File: src/rtl/reg_file_pkg.sv
// Shared constants and sizing helpers for the scoreboarded register file.
package reg_file_pkg;

  localparam int DEFAULT_WORD_LENGTH = 16;
  localparam int DEFAULT_NUM_REGS    = 8;

  // Address width needed to select one of 'depth' registers.
  function automatic int addr_w(input int depth);
    return $clog2(depth);
  endfunction

endpackage

File: src/rtl/rf_entry.sv
// One register-file entry: a data word plus its pending (busy) flag.
module rf_entry #(
  parameter int WORD_LENGTH = 16
) (
  input  logic                   clk,
  input  logic                   rst,
  input  logic                   i_we_sel,
  input  logic                   i_issue_sel,
  input  logic [WORD_LENGTH-1:0] i_wdata,
  output logic [WORD_LENGTH-1:0] o_data,
  output logic                   o_busy
);

  logic [WORD_LENGTH-1:0] r_data;
  logic                   r_busy;

  // Data word and busy flag; a same-cycle issue outranks the writeback release.
  always_ff @(posedge clk) begin
    if (rst) begin
      r_data <= {WORD_LENGTH{1'b0}};
      r_busy <= 1'b0;
    end else begin
      if (i_we_sel) begin
        r_data <= i_wdata;
      end else begin
        r_data <= r_data;
      end
      if (i_issue_sel) begin
        r_busy <= 1'b1;
      end else if (i_we_sel) begin
        r_busy <= 1'b0;
      end else begin
        r_busy <= r_busy;
      end
    end
  end

  assign o_data = r_data;
  assign o_busy = r_busy;

endmodule

File: src/rtl/reg_file_sb.sv
// Register file with two bypassed combinational read ports and a per-register
// busy scoreboard for the multicycle datapath.
module reg_file_sb
  import reg_file_pkg::*;
#(
  parameter  int WORD_LENGTH = DEFAULT_WORD_LENGTH,
  parameter  int NUM_REGS    = DEFAULT_NUM_REGS,
  parameter  int ZERO_REG    = 1,
  localparam int ADDR_W      = addr_w(NUM_REGS),
  localparam int CNT_W       = $clog2(NUM_REGS + 1)
) (
  input  logic                   clk,
  input  logic                   rst,
  input  logic                   we,
  input  logic [ADDR_W-1:0]      waddr,
  input  logic [WORD_LENGTH-1:0] wdata,
  input  logic                   issue,
  input  logic [ADDR_W-1:0]      issue_addr,
  input  logic [ADDR_W-1:0]      raddr1,
  input  logic [ADDR_W-1:0]      raddr2,
  output logic [WORD_LENGTH-1:0] rdata1,
  output logic [WORD_LENGTH-1:0] rdata2,
  output logic                   rbusy1,
  output logic                   rbusy2,
  output logic [CNT_W-1:0]       busy_count
);

  logic [WORD_LENGTH-1:0] w_data [NUM_REGS];
  logic [NUM_REGS-1:0]    w_busy;
  logic [NUM_REGS-1:0]    w_busy_next;
  logic [CNT_W-1:0]       w_count_next;
  logic [CNT_W-1:0]       r_busy_count;
  logic                   w_byp1;
  logic                   w_byp2;

  for (genvar gi = 0; gi < NUM_REGS; gi++) begin : g_entry
    if (ZERO_REG != 0 && gi == 0) begin : g_zero
      assign w_data[gi] = {WORD_LENGTH{1'b0}};
      assign w_busy[gi] = 1'b0;
    end else begin : g_reg
      logic w_we_sel;
      logic w_issue_sel;
      assign w_we_sel    = we && (waddr == ADDR_W'(gi));
      assign w_issue_sel = issue && (issue_addr == ADDR_W'(gi));
      rf_entry #(.WORD_LENGTH(WORD_LENGTH)) u_entry (
        .clk        (clk),
        .rst        (rst),
        .i_we_sel   (w_we_sel),
        .i_issue_sel(w_issue_sel),
        .i_wdata    (wdata),
        .o_data     (w_data[gi]),
        .o_busy     (w_busy[gi])
      );
    end
  end

  // Predicted busy vector after this edge, mirroring the entry priority.
  always_comb begin
    w_busy_next = {NUM_REGS{1'b0}};
    for (int i = 0; i < NUM_REGS; i++) begin
      if (ZERO_REG != 0 && i == 0) begin
        w_busy_next[i] = 1'b0;
      end else if (issue && (issue_addr == ADDR_W'(i))) begin
        w_busy_next[i] = 1'b1;
      end else if (we && (waddr == ADDR_W'(i))) begin
        w_busy_next[i] = 1'b0;
      end else begin
        w_busy_next[i] = w_busy[i];
      end
    end
  end

  // Population count of the next busy vector.
  always_comb begin
    w_count_next = {CNT_W{1'b0}};
    for (int i = 0; i < NUM_REGS; i++) begin
      w_count_next = w_count_next + CNT_W'(w_busy_next[i]);
    end
  end

  // Busy count register.
  always_ff @(posedge clk) begin
    if (rst) begin
      r_busy_count <= {CNT_W{1'b0}};
    end else begin
      r_busy_count <= w_count_next;
    end
  end

  assign busy_count = r_busy_count;

  // Writeback bypass never applies to the hardwired zero register.
  assign w_byp1 = we && (waddr == raddr1) &&
                  !(ZERO_REG != 0 && raddr1 == {ADDR_W{1'b0}});
  assign w_byp2 = we && (waddr == raddr2) &&
                  !(ZERO_REG != 0 && raddr2 == {ADDR_W{1'b0}});

  // Read ports: bypassed write data, else the stored word.
  always_comb begin
    rdata1 = {WORD_LENGTH{1'b0}};
    rdata2 = {WORD_LENGTH{1'b0}};
    if (w_byp1) begin
      rdata1 = wdata;
    end else begin
      rdata1 = w_data[raddr1];
    end
    if (w_byp2) begin
      rdata2 = wdata;
    end else begin
      rdata2 = w_data[raddr2];
    end
  end

  assign rbusy1 = w_busy[raddr1] && !(we && (waddr == raddr1));
  assign rbusy2 = w_busy[raddr2] && !(we && (waddr == raddr2));

endmodule

File: config.mk
export PLATFORM = sky130hd
export DESIGN_NAME = reg_file_sb
export DESIGN_NICKNAME = d
export VERILOG_FILES = /design/src/rtl/reg_file_pkg.sv /design/src/rtl/rf_entry.sv /design/src/rtl/reg_file_sb.sv
export SDC_FILE = /design/constraint.sdc
export NUM_CORES = 1
export LEC_CHECK = 0
export ABC_AREA = 0
export CORE_ASPECT_RATIO = 0.8
export CORE_MARGIN = 3
export CORE_UTILIZATION = 63
export CTS_CLUSTER_DIAMETER = 40
export DETAILED_ROUTE_END_ITERATION = 16
export PLACE_DENSITY = 0.87
export SLEW_MARGIN = 20
export SYNTH_ARGS = -nofsm -noshare
export SYNTH_HDL_FRONTEND = slang
export SYNTH_HIERARCHICAL = 1
export SYNTH_SLANG_ARGS = --single-unit
export TNS_END_PERCENT = 100
File: constraint.sdc
create_clock -name clk -period 6.6 [get_ports clk]
set_clock_uncertainty 0.05 [all_clocks]
set_input_delay 1.65 -clock clk [delete_from_list [all_inputs] [get_ports clk]]
set_output_delay 1.65 -clock clk [all_outputs]
set_load 0.05 [all_outputs]
==> metrics.md <==
| Metric | Value |
|---|---|
| Worst relative slew slack | about 30% |
| Initial antenna violation count | 1 |
| Fin crit share | between 90% and 100% |
| Sw Ratio | roughly 28% |
| Hold path depth | 2 |
| Peak VDD IR | roughly 0.00022 V |
| Setup Crit Path Kind | in2out |
| Final setup TNS | 0 ns |
| Antenna cell count | 0 |
| Num CTS Buffers | 17 |
| WL/cell | around 23 um |
| First-pass GRT wire length | around 33000 um |
| Worst reg-to-reg setup slack | 3.77 ns |
| Clk slew on worst S/H paths | about 0.060 ns |
| Area Overhead vs Synth | 16.0% |
| Fin worst setup slack | roughly 0.60 ns |
| Global Route Usage Sum | 32.8% |
| Hold buffer count at cts | 0 |
| Largest net degree at the start of global routing | 123 |
| #FFs+latches synth | about 120 |
| Number of synthesized flops with an enable pin | 0 |
| Die Wd | about 130 um |
| Final hold vios | 0 |
| Hold path endpoint | g_entry[5].g_reg.u_entry/o_busy$_SDFFE_PP0P_ |
| Initial DRC Count | around 760 |
| Core outline area | about 11000 um^2 |
| Async set-reset flop share out of synthesis | 0% |
| Die area | 13000 um^2 |
| Fin crit period | between 6 and 7 ns |
| Top FF cell, synth | dfxtp_1 |
| F_max | approximately 170 MHz |
| Ports | 70 |
| Yosys synthesis warning count | 6 |
| I/O Buffers | approximately 70 |
| Worst r2r dst | busy_count[1]$_SDFF_PP0_ |
| P_leak | around 3.2 nW |
| Final ANT Viol Nets | 0 |
| Worst r2r src | g_entry[2].g_reg.u_entry/o_busy$_SDFFE_PP0P_ |
| Post-synthesis cell type count | between 40 and 50 |
| Ratio of cells with drive above 1 in the final layout | between 20% and 30% |
| Drt pass-1 iters | 6 |
| Worst slack at placement | slightly below 0.7 ns |
| Worst skew pair latency | between 0.4 and 0.5 ns |
| Critical hold path startpoint | g_entry[5].g_reg.u_entry/o_busy$_SDFFE_PP0P_ |
| Final setup fails | 0 |
| Initial Util | between 60% and 70% |
| Critical path arrival | about 4.3 ns |
| Area of the mapped netlist | between 7000 and 8000 um^2 |
| Psw | between 500 and 600 uW |
| Tightest Pin Transition | about 1.0 ns |
| Syn avg cell area | slightly above 10 um^2 |
| Final GP Congestion | ~0.87 |
| DRC | 0 |
| Post-CTS Setup Inserts | 0 |
| Post-DP HPWL | between 10000 and 15000 um |
| Final WL | 21300 um |
| Worst r2r path cells | 8 |
| Register area share after synthesis | 33.2% |
| Pwr Density | 252 nW/um^2 |
| Status | complete, no violations |
| Startpoint types | input pin |
| Nets | around 800 |
| Reg power frac | a little over a third |
| Die Y-Extent | around 100 um |
| Via count | about 6200 |
| RSZ-0062 raised after global routing | false |
| Clock Tree Root | clkbuf_16 |
| Number of max-cap violations | 0 |
| Clock power frac | between 40% and 50% |
| CTS tree | done |
| Worst setup EP type | output pin |
| Util after Layout | 76.6% |
| TritonCTS Sinks | about 120 |
| Cell Rows | 34 |
| Crit-path max FO | 17 |
| Internal | roughly 1.6 mW |
| Combinational Power Share | ~18% |
| Worst EP required | between 4 and 5 ns |
| Final Slew Violations | 0 |
| Total grt overflow | 0 |
| Synth Net Count | ~760 |
| # H-tree levels | 4 |
| Post-CTS Resized | 0 |
| Synthesized instance count | 726 |
| Max Buffers Root-to-Sink | 2 |
| Vias per cell | 6.73 |
| Path category of the worst min-delay check | reg2reg |
| Vias in the first global route | approximately 6300 |
==> layout make-up <==
class / instances / area [um^2]
clock buffer: 19 / 453
clock inverter: 12 / 173
fill: 675 / 2610
inverter: 11 / 41.3
multi-input combinational: 527 / 4320
sequential: 122 / 2440
tap: 144 / 180
timing repair buffer: 89 / 930
==> through the flow <==
stage / instances / hold WS, ns / total power [mW] / instance area, um^2
2_1_floorplan: 726 / 0.415 / 1.04 / 7360
3_3_place_gp: 893 / 0.435 / 1.15 / 7910
3_5_place_dp: 893 / 0.449 / 1.16 / 7910
4_1_cts: 924 / 0.460 / 2.15 / 8530
5_1_grt: 924 / 0.502 / 2.21 / 8540
6_report: 924 / 0.464 / 2.15 / 8540
==> cells in the final DEF, fill, tap and decap left out, types with 2 or more instances in the layout <==
cell	instances
buf_2	3
nand2_1	7
fa_1	4
dfxtp_1	122
mux2_1	2
buf_4	39
mux2_2	44
xnor2_1	3
clkbuf_8	2
o21ai_0	6
buf_12	15
a311oi_1	16
nor2b_1	26
clkinv_2	3
mux4_2	2
nor2_2	6
mux2_4	20
a221oi_2	7
bufinv_16	4
a21oi_1	11
clkdlybuf4s50_1	31
clkinvlp_4	5
a221oi_1	40
clkbuf_16	17
nand2b_1	14
a211oi_1	17
inv_1	11
nor2_1	125
mux2i_1	161
==> cell families after synthesis <==
| family | count (synthesis) | share of synthesized area, % |
|---|---|---|
| flip-flops | 122 | 33.2 |
| XOR/XNOR | 4 | 0.578 |
| other | 1 | 0.0510 |
| AND/OR/NAND/NOR | 188 | 11.6 |
| adder cells (fa/ha/maj) | 4 | 1.09 |
| AO/OA/AOI/OAI | 101 | 11.5 |
| buffers and inverters | 77 | 8.33 |
| multiplexers | 229 | 33.6 |
==> flip-flops by register name, summed over array words and instances (netlist names) <==
signal and cells:
g_entry.g_reg.u_entry/o_busy 7, g_entry.g_reg.u_entry/o_data 112, busy_count 3
==> synthesized netlist by cell type, types with 4 or more instances <==
cell      instances  area share [%]
mux2i_1         161              22
nor2_1          131             6.7
dfxtp_1         122              33
mux2_2           44             6.7
a221oi_1         40             4.8
nor2b_1          26             2.2
mux2_4           20             4.1
buf_2            19             1.3
buf_6            19             2.9
a211oi_1         17             1.7
a311oi_1         16             1.9
nand2b_1         14             1.2
a21oi_1          11            0.75
inv_1            11            0.56
clkbuf_2          8            0.54
a221oi_2          7             1.4
buf_12            7             1.9
nand2_1           7            0.36
o21ai_0           6            0.41
clkbuf_1          5            0.26
fa_1              4             1.1
==> per-layer routing <==
layer  share of wire, %  vias to the layer above  GRT usage [%]  wire, um
li1                   -                     2706              -         -
met1                 41                     3024           40.9      8630
met2                 47                      396           52.8      9900
met3                8.3                       87           7.15      1760
met4                4.5                        2           19.8       951
met5              0.061                        -              0        13
==> how the worst max path moves through the flow <==
stage | slack [ns] | to | from
after global placement | 0.74 | rdata2[2] | raddr2[0]
after floorplan | 1.79 | rbusy2 | raddr2[1]
after CTS | 0.63 | rdata2[14] | raddr2[0]
after global routing | 0.43 | rdata2[4] | raddr2[0]
final | 0.60 | rdata2[2] | raddr2[0]
after detailed placement | 0.69 | rdata2[2] | raddr2[0]
==> critical path, stage by stage <==
cell and delay [ns]:
clkdlybuf4s50_1 0.85, nor2b_2 0.88, a221oi_1 0.23, a221oi_1 0.29
mux2_4 0.20, buf_4 0.19
==> power groups by stage <==
| stage | Sequential, mW | Combinational [mW] | Clock (mW) |
|---|---|---|---|
| finish | 0.770 | 0.389 | 0.991 |
| global placement | 0.783 | 0.372 | 0 |
| global route | 0.771 | 0.406 | 1.03 |
| detailed placement | 0.784 | 0.380 | 0 |
| CTS | 0.769 | 0.385 | 0.994 |
| floorplan | 0.787 | 0.252 | 0 |
Note: power is estimated with default switching activity, not from simulation.
